**config.mk**
```make
export PLATFORM = sky130hd
export DESIGN_NAME = quad2joy
export DESIGN_NICKNAME = d
export VERILOG_FILES = /design/src/rtl/quad_pkg.sv /design/src/rtl/quad_filter.sv /design/src/rtl/quad2joy.sv
export SDC_FILE = /design/constraint.sdc
export NUM_CORES = 1
export LEC_CHECK = 0
export BUFFER_PORTS_ARGS = -buffer_cell sky130_fd_sc_hd__buf_2
export CAP_MARGIN = 20
export CORE_AREA = 2 2 120 122
export CTS_CLUSTER_SIZE = 40
export DETAILED_ROUTE_END_ITERATION = 8
export DIE_AREA = 0 0 122 124
export PLACE_DENSITY = 0.35
export SLEW_MARGIN = 15
export SYNTH_ARGS = -nofsm -noshare
export SYNTH_HDL_FRONTEND = slang
export SYNTH_SLANG_ARGS = --single-unit
```
**constraint.sdc**
```tcl
create_clock -name CLK -period 2.75 [get_ports CLK]
set_input_delay 0.275 -clock CLK [delete_from_list [all_inputs] [get_ports CLK]]
set_output_delay 0.275 -clock CLK [all_outputs]
set_load 0.1 [all_outputs]
```
**src/rtl/quad_pkg.sv**
```systemverilog
`default_nettype none
// ============================================================================
// Module      : quad_pkg
// Description : Shared constants for the quadrature-to-joystick decoder:
//               the four quadrature phases and the step classification.
// Revision    : 1.0 - initial release
// ============================================================================
package quad_pkg;

  // Quadrature phases in right-hand rotation order: 00 -> 10 -> 11 -> 01 -> 00
  localparam logic [1:0] PH_00 = 2'b00;
  localparam logic [1:0] PH_01 = 2'b01;
  localparam logic [1:0] PH_11 = 2'b11;
  localparam logic [1:0] PH_10 = 2'b10;

  typedef enum logic [1:0] {
    STEP_NONE    = 2'd0,
    STEP_INC     = 2'd1,
    STEP_DEC     = 2'd2,
    STEP_ILLEGAL = 2'd3
  } step_class_e;

  // Classify the move from one accepted phase to the next.
  function automatic step_class_e classify(input logic [1:0] prev, input logic [1:0] cur);
    step_class_e c;
    c = STEP_NONE;
    case ({prev, cur})
      {PH_00, PH_10}, {PH_10, PH_11}, {PH_11, PH_01}, {PH_01, PH_00}: c = STEP_INC;
      {PH_00, PH_01}, {PH_01, PH_11}, {PH_11, PH_10}, {PH_10, PH_00}: c = STEP_DEC;
      {PH_00, PH_11}, {PH_11, PH_00}, {PH_01, PH_10}, {PH_10, PH_01}: c = STEP_ILLEGAL;
      default:                                                        c = STEP_NONE;
    endcase
    return c;
  endfunction

endpackage
`default_nettype wire

```
**src/rtl/quad_filter.sv**
```systemverilog
`default_nettype none
// ============================================================================
// Module      : quad_filter
// Description : Synchronizer chain plus whole-vector glitch filter for the
//               2-bit quadrature pair. Emits a pulse when a new value is
//               accepted and a pulse whenever the input window is settled.
// Revision    : 1.0 - initial release
// ============================================================================
module quad_filter #(
  parameter int SYNC_STAGES = 2,
  parameter int FILTER_LEN  = 4
) (
  input  logic       CLK,
  input  logic       RESET_N,
  input  logic [1:0] quad,
  output logic [1:0] filt,
  output logic       upd,
  output logic       settle
);
  import quad_pkg::*;

  localparam int                CNT_W   = (FILTER_LEN > 1) ? $clog2(FILTER_LEN) : 1;
  localparam logic [CNT_W-1:0]  CNT_MAX = CNT_W'(FILTER_LEN - 1);

  logic [1:0]       sync_q [SYNC_STAGES];
  logic [1:0]       sync_d [SYNC_STAGES];
  logic [1:0]       filt_q, filt_d;
  logic [CNT_W-1:0] cnt_q, cnt_d;
  logic [CNT_W-1:0] stab_q, stab_d;
  logic             upd_q, upd_d;
  logic             settle_q, settle_d;
  logic [1:0]       sync_now;
  logic             changing, mismatch, load;

  // Shift the raw pair through the synchronizer chain.
  always_comb begin
    sync_d[0] = quad;
    for (int i = 1; i < SYNC_STAGES; i++) begin
      sync_d[i] = sync_q[i-1];
    end
  end

  // Qualify the synchronized vector; "changing" looks one stage ahead so a
  // new value restarts the count on the same edge it reaches the output.
  always_comb begin
    sync_now = sync_q[SYNC_STAGES-1];
    changing = (sync_q[SYNC_STAGES-2] != sync_now);
    mismatch = (sync_now != filt_q);
    load     = mismatch && !changing && (cnt_q == CNT_MAX);
    filt_d   = load ? sync_now : filt_q;
    cnt_d    = (mismatch && !changing && !load) ? cnt_q + CNT_W'(1) : '0;
    stab_d   = changing ? '0 : ((stab_q == CNT_MAX) ? stab_q : stab_q + CNT_W'(1));
    upd_d    = load;
    settle_d = !changing && (stab_q == CNT_MAX);
  end

  // Filter state registers.
  always_ff @(posedge CLK or negedge RESET_N) begin
    if (!RESET_N) begin
      for (int i = 0; i < SYNC_STAGES; i++) begin
        sync_q[i] <= PH_00;
      end
      filt_q   <= PH_00;
      cnt_q    <= '0;
      stab_q   <= '0;
      upd_q    <= 1'b0;
      settle_q <= 1'b0;
    end else begin
      for (int i = 0; i < SYNC_STAGES; i++) begin
        sync_q[i] <= sync_d[i];
      end
      filt_q   <= filt_d;
      cnt_q    <= cnt_d;
      stab_q   <= stab_d;
      upd_q    <= upd_d;
      settle_q <= settle_d;
    end
  end

  assign filt   = filt_q;
  assign upd    = upd_q;
  assign settle = settle_q;

endmodule
`default_nettype wire

```
**src/rtl/quad2joy.sv**
```systemverilog
`default_nettype none
// ============================================================================
// Module      : quad2joy
// Description : Quadrature decoder producing a wrapping position count, step
//               and error pulses, and timed left/right joystick levels.
// Revision    : 1.0 - initial release
// ============================================================================
module quad2joy #(
  parameter int          SYNC_STAGES = 2,
  parameter int          FILTER_LEN  = 4,
  parameter int          POS_W       = 8,
  parameter int unsigned TIMEOUT     = 32'd1000000
) (
  input  logic             CLK,
  input  logic             RESET_N,
  input  logic [1:0]       quad,
  output logic [POS_W-1:0] position,
  output logic             step,
  output logic             dir,
  output logic             err,
  output logic             left,
  output logic             right
);
  import quad_pkg::*;

  logic [1:0]       filt;
  logic             upd, settle;

  logic [1:0]       prev_q, prev_d;
  logic             first_q, first_d;
  logic [POS_W-1:0] pos_q, pos_d;
  logic             step_q, step_d;
  logic             dir_q, dir_d;
  logic             err_q, err_d;
  logic             left_q, left_d;
  logic             right_q, right_d;
  logic [31:0]      idle_q, idle_d;
  logic             valid_step;
  step_class_e      cls;

  quad_filter #(
    .SYNC_STAGES (SYNC_STAGES),
    .FILTER_LEN  (FILTER_LEN)
  ) u_filter (
    .CLK     (CLK),
    .RESET_N (RESET_N),
    .quad    (quad),
    .filt    (filt),
    .upd     (upd),
    .settle  (settle)
  );

  // Decode accepted phases into steps/errors and run the idle timeout.
  // The first settled window after reset (whether or not it changed the
  // filtered value) only seeds the previous phase.
  always_comb begin
    prev_d     = prev_q;
    first_d    = first_q;
    pos_d      = pos_q;
    step_d     = 1'b0;
    dir_d      = dir_q;
    err_d      = 1'b0;
    left_d     = left_q;
    right_d    = right_q;
    idle_d     = idle_q;
    valid_step = 1'b0;
    cls        = classify(prev_q, filt);

    if (settle && first_q) begin
      prev_d  = filt;
      first_d = 1'b0;
    end else if (upd && !first_q) begin
      case (cls)
        STEP_INC: begin
          step_d     = 1'b1;
          dir_d      = 1'b1;
          pos_d      = pos_q + POS_W'(1);
          right_d    = 1'b1;
          left_d     = 1'b0;
          valid_step = 1'b1;
        end
        STEP_DEC: begin
          step_d     = 1'b1;
          dir_d      = 1'b0;
          pos_d      = pos_q - POS_W'(1);
          left_d     = 1'b1;
          right_d    = 1'b0;
          valid_step = 1'b1;
        end
        STEP_ILLEGAL: err_d = 1'b1;
        default:      ;
      endcase
      prev_d = filt;
    end

    if (valid_step) begin
      idle_d = TIMEOUT;
    end else if (idle_q != 32'd0) begin
      idle_d = idle_q - 32'd1;
      if (idle_q == 32'd1) begin
        left_d  = 1'b0;
        right_d = 1'b0;
      end
    end
  end

  // Decoder and output registers.
  always_ff @(posedge CLK or negedge RESET_N) begin
    if (!RESET_N) begin
      prev_q  <= PH_00;
      first_q <= 1'b1;
      pos_q   <= '0;
      step_q  <= 1'b0;
      dir_q   <= 1'b0;
      err_q   <= 1'b0;
      left_q  <= 1'b0;
      right_q <= 1'b0;
      idle_q  <= 32'd0;
    end else begin
      prev_q  <= prev_d;
      first_q <= first_d;
      pos_q   <= pos_d;
      step_q  <= step_d;
      dir_q   <= dir_d;
      err_q   <= err_d;
      left_q  <= left_d;
      right_q <= right_d;
      idle_q  <= idle_d;
    end
  end

  assign position = pos_q;
  assign step     = step_q;
  assign dir      = dir_q;
  assign err      = err_q;
  assign left     = left_q;
  assign right    = right_q;

endmodule
`default_nettype wire

```
==> results.cfg, run 1 <==
[synth]
synth_edf_count = 0
synth.area.top_cells = dfrtp_1 (45%), xnor2_1 (5.4%), nor2_1 (4.0%)
synthArstFlopShare = 1.00
ys_seq_area_frac = 0.460
syn_area_sq_um = 3270
syn_avg_cell_area_sq_um = 9.87
yosysWarnings = 0
ys_ff_latch = 60
synth_fp_nets = 344
postSynthCellCount = 331
yosysUniqueCellTypes = 53
synth_ff_type = dfrtp_1
synth_top_area_frac = 0.452
yosys.area.top_type = dfrtp_1

[cells_and_area]
layout-drive-gt1-share = 0.184
layout_commonest_cell = dfrtp_1
final_cell_mix = dfrtp_1 (58), nor2_1 (35), nand2_1 (26)
final_cell_area_sq_um = 3940
antenna_cells = 0
utilization = 0.287
final_cells = 539
area_growth_pct = 20.5
finalNetCount = 367

[setup_path]
rr_startpoint = u_filter.filt[1]
end_kind = flop
ff2ff_path_depth = 11
required_ns = 3.01
crit_type = flop to flop
worst_setup_path_start_kind = flop
worstPathMaxFanout = 9
reg2reg_to = position[4]
arrival_ns = 2.74
r2r_slack_ns = 0.27

[routing]
drtPass1Iterations = 4
viasPerCell = 4.64
drt-total-wl_microns = 7570
detail-route-antenna-nets = 0
vias = 2500
drt-initial-drc-count = 176
drc = 0
avgRoutedWirePerCell_microns = 14.1

[power_and_ir_drop]
power.total_mw = 3.36
p_comb_frac = 0.242
internal_power_mw = 2.21
p_sw_frac = 0.344
p_per_area_nw_per_um2 = 854
clockPowerShare = 0.361
ir_drop_v = 0.000288
power.switching_mw = 1.16
p_leak_nw = 1.72
p_seq_frac = 0.397

[die]
core-area_sq_um = 13700
dieWidth_microns = 122
ios = 17
start_util = 0.238
chipHeight_microns = 124
fp.dieArea_sq_um = 15100
rows = 43

[global_routing]
antenna_found_initial = 0
grt_pass1_wl_microns = 13000
grt_pass1_vias = 2419
gr-total-overflow = 0
grt_max_degree = 35
grt.total_usage = 0.114

[place]
dp.cells = 522
gp_congestion = 0.768
io_buffers = 16
placed_cell_area_sq_um = 3610
dp_hpwl_microns = 5270
dp_slack_ns = 0.232

[cts]
clock_latency_ns = 0.34
root_buffer = clkbuf_16
cts_setup_buffers = 0
clock-sinks = 60
cts_htree_levels = 3
clockBufferDepth = 2
cts_buffers = 9
cts_tree = built
clkTransAtPathRegs_ns = 0.06

[min_path]
whs_path_depth = 1
hold_path_end = u_filter.sync_d[1]
min_from = quad[1]
hold_path.class = primary input to flop

[sta]
drv_slew = 0
setup_viol = 0
clock_skew_ns = 0.00497
fin_hold_ws_ns = 0.0393
worst_pin_slew_ns = 0.643
setup_slack_ns = 0.267
post-route-period-util = 0.903
hold_viol = 0
finalSetupTns_ns = 0
rsz0062_at_grt = false
max_freq_mhz = 403
final.min_clock_period_ns = 2.48
slew_headroom = 0.571

[flow_run]
drv_cap = 0

[run_status]
status = complete, no violations
[Yosys cell counts, types with 3 or more instances]
library cell and count:
a21oi_1 18, mux2i_1 4, nand4_1 4, o31ai_1 4, nor3_1 5, nor2b_1 5
a31oi_1 5, a31o_2 4, a2111oi_0 3, or4_1 5, inv_1 11, mux2_2 4
nor4_2 3, nand3_1 8, clkbuf_1 15, o211ai_1 5, nand2b_1 3, ha_1 9
and2_1 3, xor2_1 11, or3_1 8, xnor2_1 20, nand2_1 26, nor4_1 4
o22ai_1 3, o21ai_0 13, dfrtp_1 59, nor2_1 35
[power by group through the flow]
stage	sequential [mW]	combinational (mW)	clock (mW)
finish	1.33	0.813	1.21
global route	1.37	0.942	1.30
CTS	1.34	0.829	1.25
detailed placement	1.34	0.830	0
global placement	1.35	0.820	0
floorplan	1.29	0.626	0
[per-layer routing]
metal / share of wire / track usage
met4: 0.029 / 0.0733
met3: 0.037 / 0.0224
met5: 0 / 0
met2: 0.43 / 0.161
met1: 0.50 / 0.159
[sequential cells by signal, indices dropped and copies added (netlist names)]
| signal | flops |
|---|---|
| u_filter.cnt_q | 2 |
| dir | 1 |
| idle_q | 32 |
| u_filter.sync_d | 2 |
| err | 1 |
| u_filter.settle | 1 |
| u_filter.sync_now | 2 |
| u_filter.upd | 1 |
| first_q | 1 |
| prev_q | 2 |
| u_filter.stab_q | 2 |
| right | 1 |
| left | 1 |
| u_filter.filt | 2 |
| step | 1 |
| position | 8 |
[area by class of cell]
class                   count  area, sq um
clock inverters             6         88.8
repair buffers             28          185
multi-input cells         244         1660
inverters                  11         41.3
flip-flops and latches     60         1500
clock buffers              10          229
fillers                  1464         9780
well taps                 180          225
[worst max-delay path, stage by stage, from the launching register on]
cell and delay (ns):
dfrtp_2 0.46, nor2_1 0.16, o21ai_0 0.10, o21ai_1 0.18, ha_1 0.24, xor2_1 0.15
ha_1 0.22, nand2_1 0.07, o211a_1 0.22, o22ai_1 0.23, mux2i_1 0.25, xnor2_1 0.13
[cells by family after synthesis]
logic type | count (synthesis) | share of synthesized area
mux | 8 | 0.0260
simple gates | 126 | 0.222
buf+inv | 27 | 0.0310
compound gates | 70 | 0.143
xor+xnor | 31 | 0.0831
flops | 60 | 0.460
fa+ha+maj | 9 | 0.0345
[timing repair]
action | CTS | global route
gates resized for setup | 0 | 1
hold buffers | 1 | 0
setup endpoints to repair | 0 | 1
hold endpoints to repair | 26 | 0
[how the worst max path moves through the flow]
stage | depth (start not counted) | start | endpoint
4_1_cts | 11 | u_filter.filt[1] | position[4]
3_3_place_gp | 11 | u_filter.filt[1] | position[4]
2_1_floorplan | 14 | u_filter.filt[1] | position[4]
5_1_grt | 11 | u_filter.filt[1] | position[4]
3_5_place_dp | 11 | u_filter.filt[1] | position[4]
6_report | 11 | u_filter.filt[1] | position[4]
Note: power is estimated with default switching activity, not from simulation.
==> inputs of run 2 (changes only) <==
==> constraint.sdc (replaced) <==
create_clock -name CLK -period 2.75 [get_ports CLK]
set_input_delay 0 -clock CLK [delete_from_list [all_inputs] [get_ports CLK]]
set_output_delay 0 -clock CLK [all_outputs]
set_load 0.1 [all_outputs]
==> results.cfg, run 2 (same netlist as run 1, synthesis figures left out) <==
[cells_and_area]
regMostFlops = idle_q
final_cell_area_sq_um = 3990
finalNetCount = 370
area_growth_pct = 22.1
antenna_cells = 0
final_cell_mix = dfrtp_1 (59), nor2_1 (35), nand2_1 (26)
layout_commonest_cell = dfrtp_1
largest_register_ffs = 32
layout-drive-gt1-share = 0.188

[sta]
worst_pin_slew_ns = 0.811
rsz0062_at_grt = false
clock_skew_ns = 0.00489
hold_viol = 0
final.min_clock_period_ns = 2.49
finalSetupTns_ns = 0
setup_viol = 0
slew_headroom = 0.459
max_freq_mhz = 401
drv_slew = 0
post-route-period-util = 0.907

[cts]
clock_latency_ns = 0.33
clockBufferDepth = 2
cts_htree_levels = 3
cts_tree = built
cts_buffers = 9
root_buffer = clkbuf_16
clkTransAtPathRegs_ns = 0.05
clock-sinks = 60

[routing]
drtPass1Iterations = 4
drt-initial-drc-count = 140
top_layer_used = met4
met1_length_microns = 3810
detail-route-antenna-nets = 0
drt-total-wl_microns = 7630
viasPerCell = 4.60
wl_met3_microns = 220
avgRoutedWirePerCell_microns = 14.1
vias = 2494
met2_length_microns = 3380
drc = 0

[setup_path]
arrival_ns = 2.75
max_stage_delay_ns = 0.49
r2r_slack_ns = 0.26
reg2reg_to = position[6]
end_kind = flop
cp_slowest_cell = dfrtp_1
worst_setup_path_start_kind = flop
required_ns = 3.01
crit_chain = nor2_1, a21o_1, o21a_1, ha_1, xor2_1, ha_1, nand2_1, o211a_1, o22ai_2, o41ai_1, xor2_1
rr_startpoint = u_filter.filt[1]
ff2ff_path_depth = 11
crit_type = flop to flop
critPathBufInv = 0
worstPathMaxFanout = 9
crit_family = compound AO/OA/AOI/OAI gates

[place]
placed_cell_area_sq_um = 3600
gp_congestion = 0.743
io_buffers = 16
dp_hpwl_microns = 5160

[die]
chipHeight_microns = 124
core-area_sq_um = 13700
start_util = 0.238
ios = 17
rows = 43
fp.dieArea_sq_um = 15100
dieWidth_microns = 122

[power_and_ir_drop]
p_leak_nw = 1.75
p_per_area_nw_per_um2 = 875
ir_drop_v = 0.000297

[min_path]
whs_path_depth = 2
hold_path.class = primary input to flop
min_from = quad[1]
hold_path_end = u_filter.sync_d[1]

[run_status]
status = complete, no violations

[global_routing]
grt_pass1_wl_microns = 13200
grt_max_degree = 61
grt.total_usage = 0.114
gr-total-overflow = 0
grt_pass1_vias = 2552
antenna_found_initial = 0

[flow_run]
drv_cap = 0
[run 2: worst max-delay path by stage]
stage                           startpoint          end  slack [ns]  cells past startpoint
after global placement    u_filter.filt[1]  position[4]        0.29                     11
final                     u_filter.filt[1]  position[6]        0.26                     11
after CTS                 u_filter.filt[1]  position[4]        0.19                     11
after global routing      u_filter.filt[1]  position[6]        0.06                     10
after floorplan           u_filter.filt[1]  position[4]        0.08                     14
after detailed placement  u_filter.filt[1]  position[4]        0.21                     11
[run 2: repair_timing]
action,CTS,global route
gates resized for setup,0,1
setup endpoints to repair,0,1
setup buffers,0,0
hold buffers,3,0
hold endpoints to repair,61,0
[run 2: metrics by stage]
step / std cells / util / total power, mW / setup WS, ns / hold WS, ns
after detailed placement: 523 / 0.263 / 2.19 / 0.213 / 0.110
after global routing: 542 / 0.291 / 3.73 / 0.0601 / 0.315
after floorplan: 331 / - / 1.92 / 0.0774 / -0.296
after CTS: 542 / 0.290 / 3.55 / 0.186 / 0.281
after global placement: 523 / 0.263 / 2.18 / 0.292 / 0.112
final: 542 / 0.291 / 3.49 / 0.257 / 0.299
[run 2: final cells by class]
type	instances	area, sq um
Timing Repair Buffer	31	200
Clock buffer	10	239
Clock inverter	6	111
Multi-Input combinational cell	244	1670
Tap cell	180	225
Fill cell	1463	9730
Sequential cell	60	1500
Inverter	11	41.3
[run 2: power breakdown]
part,leakage [nW],internal (mW),total (mW),switching (mW)
clock,0.169,0.909,1.33,0.420
combinational,0.794,0.344,0.826,0.481
sequential,0.787,1.07,1.34,0.263
total,1.75,2.33,3.49,1.16
[run 2: layer usage]
metal | up-vias | global-route usage
met4 | 0 | 0.0690
met3 | 12 | 0.0201
li1 | 1256 | -
met5 | - | 0
met1 | 1195 | 0.152
met2 | 31 | 0.172
==> inputs of run 3 (changes only) <==
--- a/config.mk
+++ b/config.mk
@@ -5,13 +5,13 @@
 export SDC_FILE = /design/constraint.sdc
 export NUM_CORES = 1
 export LEC_CHECK = 0
-export BUFFER_PORTS_ARGS = -buffer_cell sky130_fd_sc_hd__buf_2
 export CAP_MARGIN = 20
 export CORE_AREA = 2 2 120 122
 export CTS_CLUSTER_SIZE = 40
 export DETAILED_ROUTE_END_ITERATION = 8
 export DIE_AREA = 0 0 122 124
-export PLACE_DENSITY = 0.35
+export DONT_BUFFER_PORTS = 1
+export PLACE_DENSITY = 0.34
 export SLEW_MARGIN = 15
 export SYNTH_ARGS = -nofsm -noshare
 export SYNTH_HDL_FRONTEND = slang
==> results.cfg, run 3 (same netlist as run 1, synthesis figures left out) <==
[place]
gp_congestion = 0.757
dp_slack_ns = 0.241
io_buffers = 0
dp_hpwl_microns = 5160

[routing]
avgRoutedWirePerCell_microns = 14.3
viasPerCell = 4.71
wl_met3_microns = 199
vias = 2518
drc = 0
detail-route-antenna-nets = 0
met2_length_microns = 3340
drt-total-wl_microns = 7630
top_layer_used = met4
met1_length_microns = 3860
drt-initial-drc-count = 141
drtPass1Iterations = 4

[global_routing]
grt_pass1_vias = 2494
antenna_found_initial = 0
grt_pass1_wl_microns = 12900
grt_max_degree = 61
gr-total-overflow = 0
grt.total_usage = 0.113

[cts]
clock_latency_ns = 0.33
clock-sinks = 60
cts_buffers = 9
cts_tree = built
clkTransAtPathRegs_ns = 0.05
root_buffer = clkbuf_16
clockBufferDepth = 2
cts_htree_levels = 3

[sta]
worst_pin_slew_ns = 0.872
drv_slew = 0
finalSetupTns_ns = 0
setup_slack_ns = 0.291
setup_viol = 0
clock_skew_ns = 0.00426
final.min_clock_period_ns = 2.46
hold_viol = 0
max_freq_mhz = 407
slew_headroom = 0.419
rsz0062_at_grt = false
post-route-period-util = 0.894

[min_path]
hold_path.class = primary input to asynchronous set/reset pin

[cells_and_area]
layout_commonest_cell = dfrtp_1
area_growth_pct = 22.7
final_cell_mix = dfrtp_1 (58), nor2_1 (35), nand2_1 (26)
layout-drive-gt1-share = 0.175
regMostFlops = idle_q
fillers = 1431
finalNetCount = 363
largest_register_ffs = 32
antenna_cells = 0

[flow_run]
drv_cap = 0

[setup_path]
arrival_ns = 2.72
worstPathMaxFanout = 19
worst_setup_path_start_kind = flop
end_kind = flop
crit_type = flop to flop
required_ns = 3.01

[die]
ios = 17
rows = 43
start_util = 0.238
chipHeight_microns = 124
dieWidth_microns = 122
core-area_sq_um = 13700
fp.dieArea_sq_um = 15100

[power_and_ir_drop]
ir_drop_v = 0.000295
p_per_area_nw_per_um2 = 870
p_leak_nw = 1.72

[run_status]
status = complete, no violations
## run 3: cell count changes in the layout (fill, tap and decap cells not counted), sizes merged
cell	before	now
buf	28	21
## run 3: cell type report
type / count / area (sq um) / share of cell area
Clock buffer: 10 / 239 / 0.0596
Clock inverter: 6 / 111 / 0.0278
Inverter: 11 / 41.3 / 0.0103
Multi-Input combinational cell: 244 / 1670 / 0.416
Sequential cell: 60 / 1500 / 0.375
Tap cell: 180 / 225 / 0.0562
Timing Repair Buffer: 24 / 220 / 0.0549
## run 3: per-layer routing
metal | track usage | up-vias
li1 | - | 1241
met4 | 0.0747 | 0
met1 | 0.149 | 1227
met3 | 0.0229 | 15
met2 | 0.166 | 35
met5 | 0 | -
## run 3: power by group
group / total (mW) / switching [mW] / internal (mW)
logic: 0.822 / 0.481 / 0.341
registers: 1.33 / 0.259 / 1.07
clock network: 1.33 / 0.420 / 0.909
total: 3.48 / 1.16 / 2.32
## run 3: critical path, stage by stage (launching register included)
cell and delay, ns:
dfrtp_2 0.46, nor2b_1 0.15, o21ai_0 0.19, o21ai_2 0.12, ha_1 0.22, buf_4 0.20
and3b_1 0.22, a41oi_1 0.04, or4_1 0.41, a31oi_1 0.23, xor2_1 0.16
## run 3: path summary, 6_finish.rpt
path,from,end,slack [ns],cells after the start
worst max-delay path,u_filter.filt[1],position[7],0.29,10
worst min-delay path,RESET_N,u_filter.sync_now[1],0.20,2
worst max register to register,u_filter.filt[1],position[7],0.29,10
worst min register to register,u_filter.settle,first_q,0.40,1
max in group asynchronous,RESET_N,first_q,2.26,2
min in group CLK,quad[0],u_filter.sync_d[0],0.22,1
## run 3: timing repair
| item | 4_1_cts | 5_1_grt |
|---|---|---|
| hold buffers | 4 | 0 |
| resized for setup | 0 | 2 |
| setup buffers | 0 | 0 |
| endpoints found under the setup margin | 0 | 1 |
| endpoints found under the hold margin | 62 | 0 |
## run 3: through the flow
stage	power, mW	util	hold WS, ns	cells	instance area, sq um
floorplan	1.92	-	-0.296	331	3270
global placement	2.14	0.262	-0.293	515	3590
detailed placement	2.15	0.262	-0.294	515	3590
CTS	3.55	0.292	0.194	535	4000
global route	3.72	0.292	0.211	535	4010
finish	3.48	0.292	0.201	535	4010
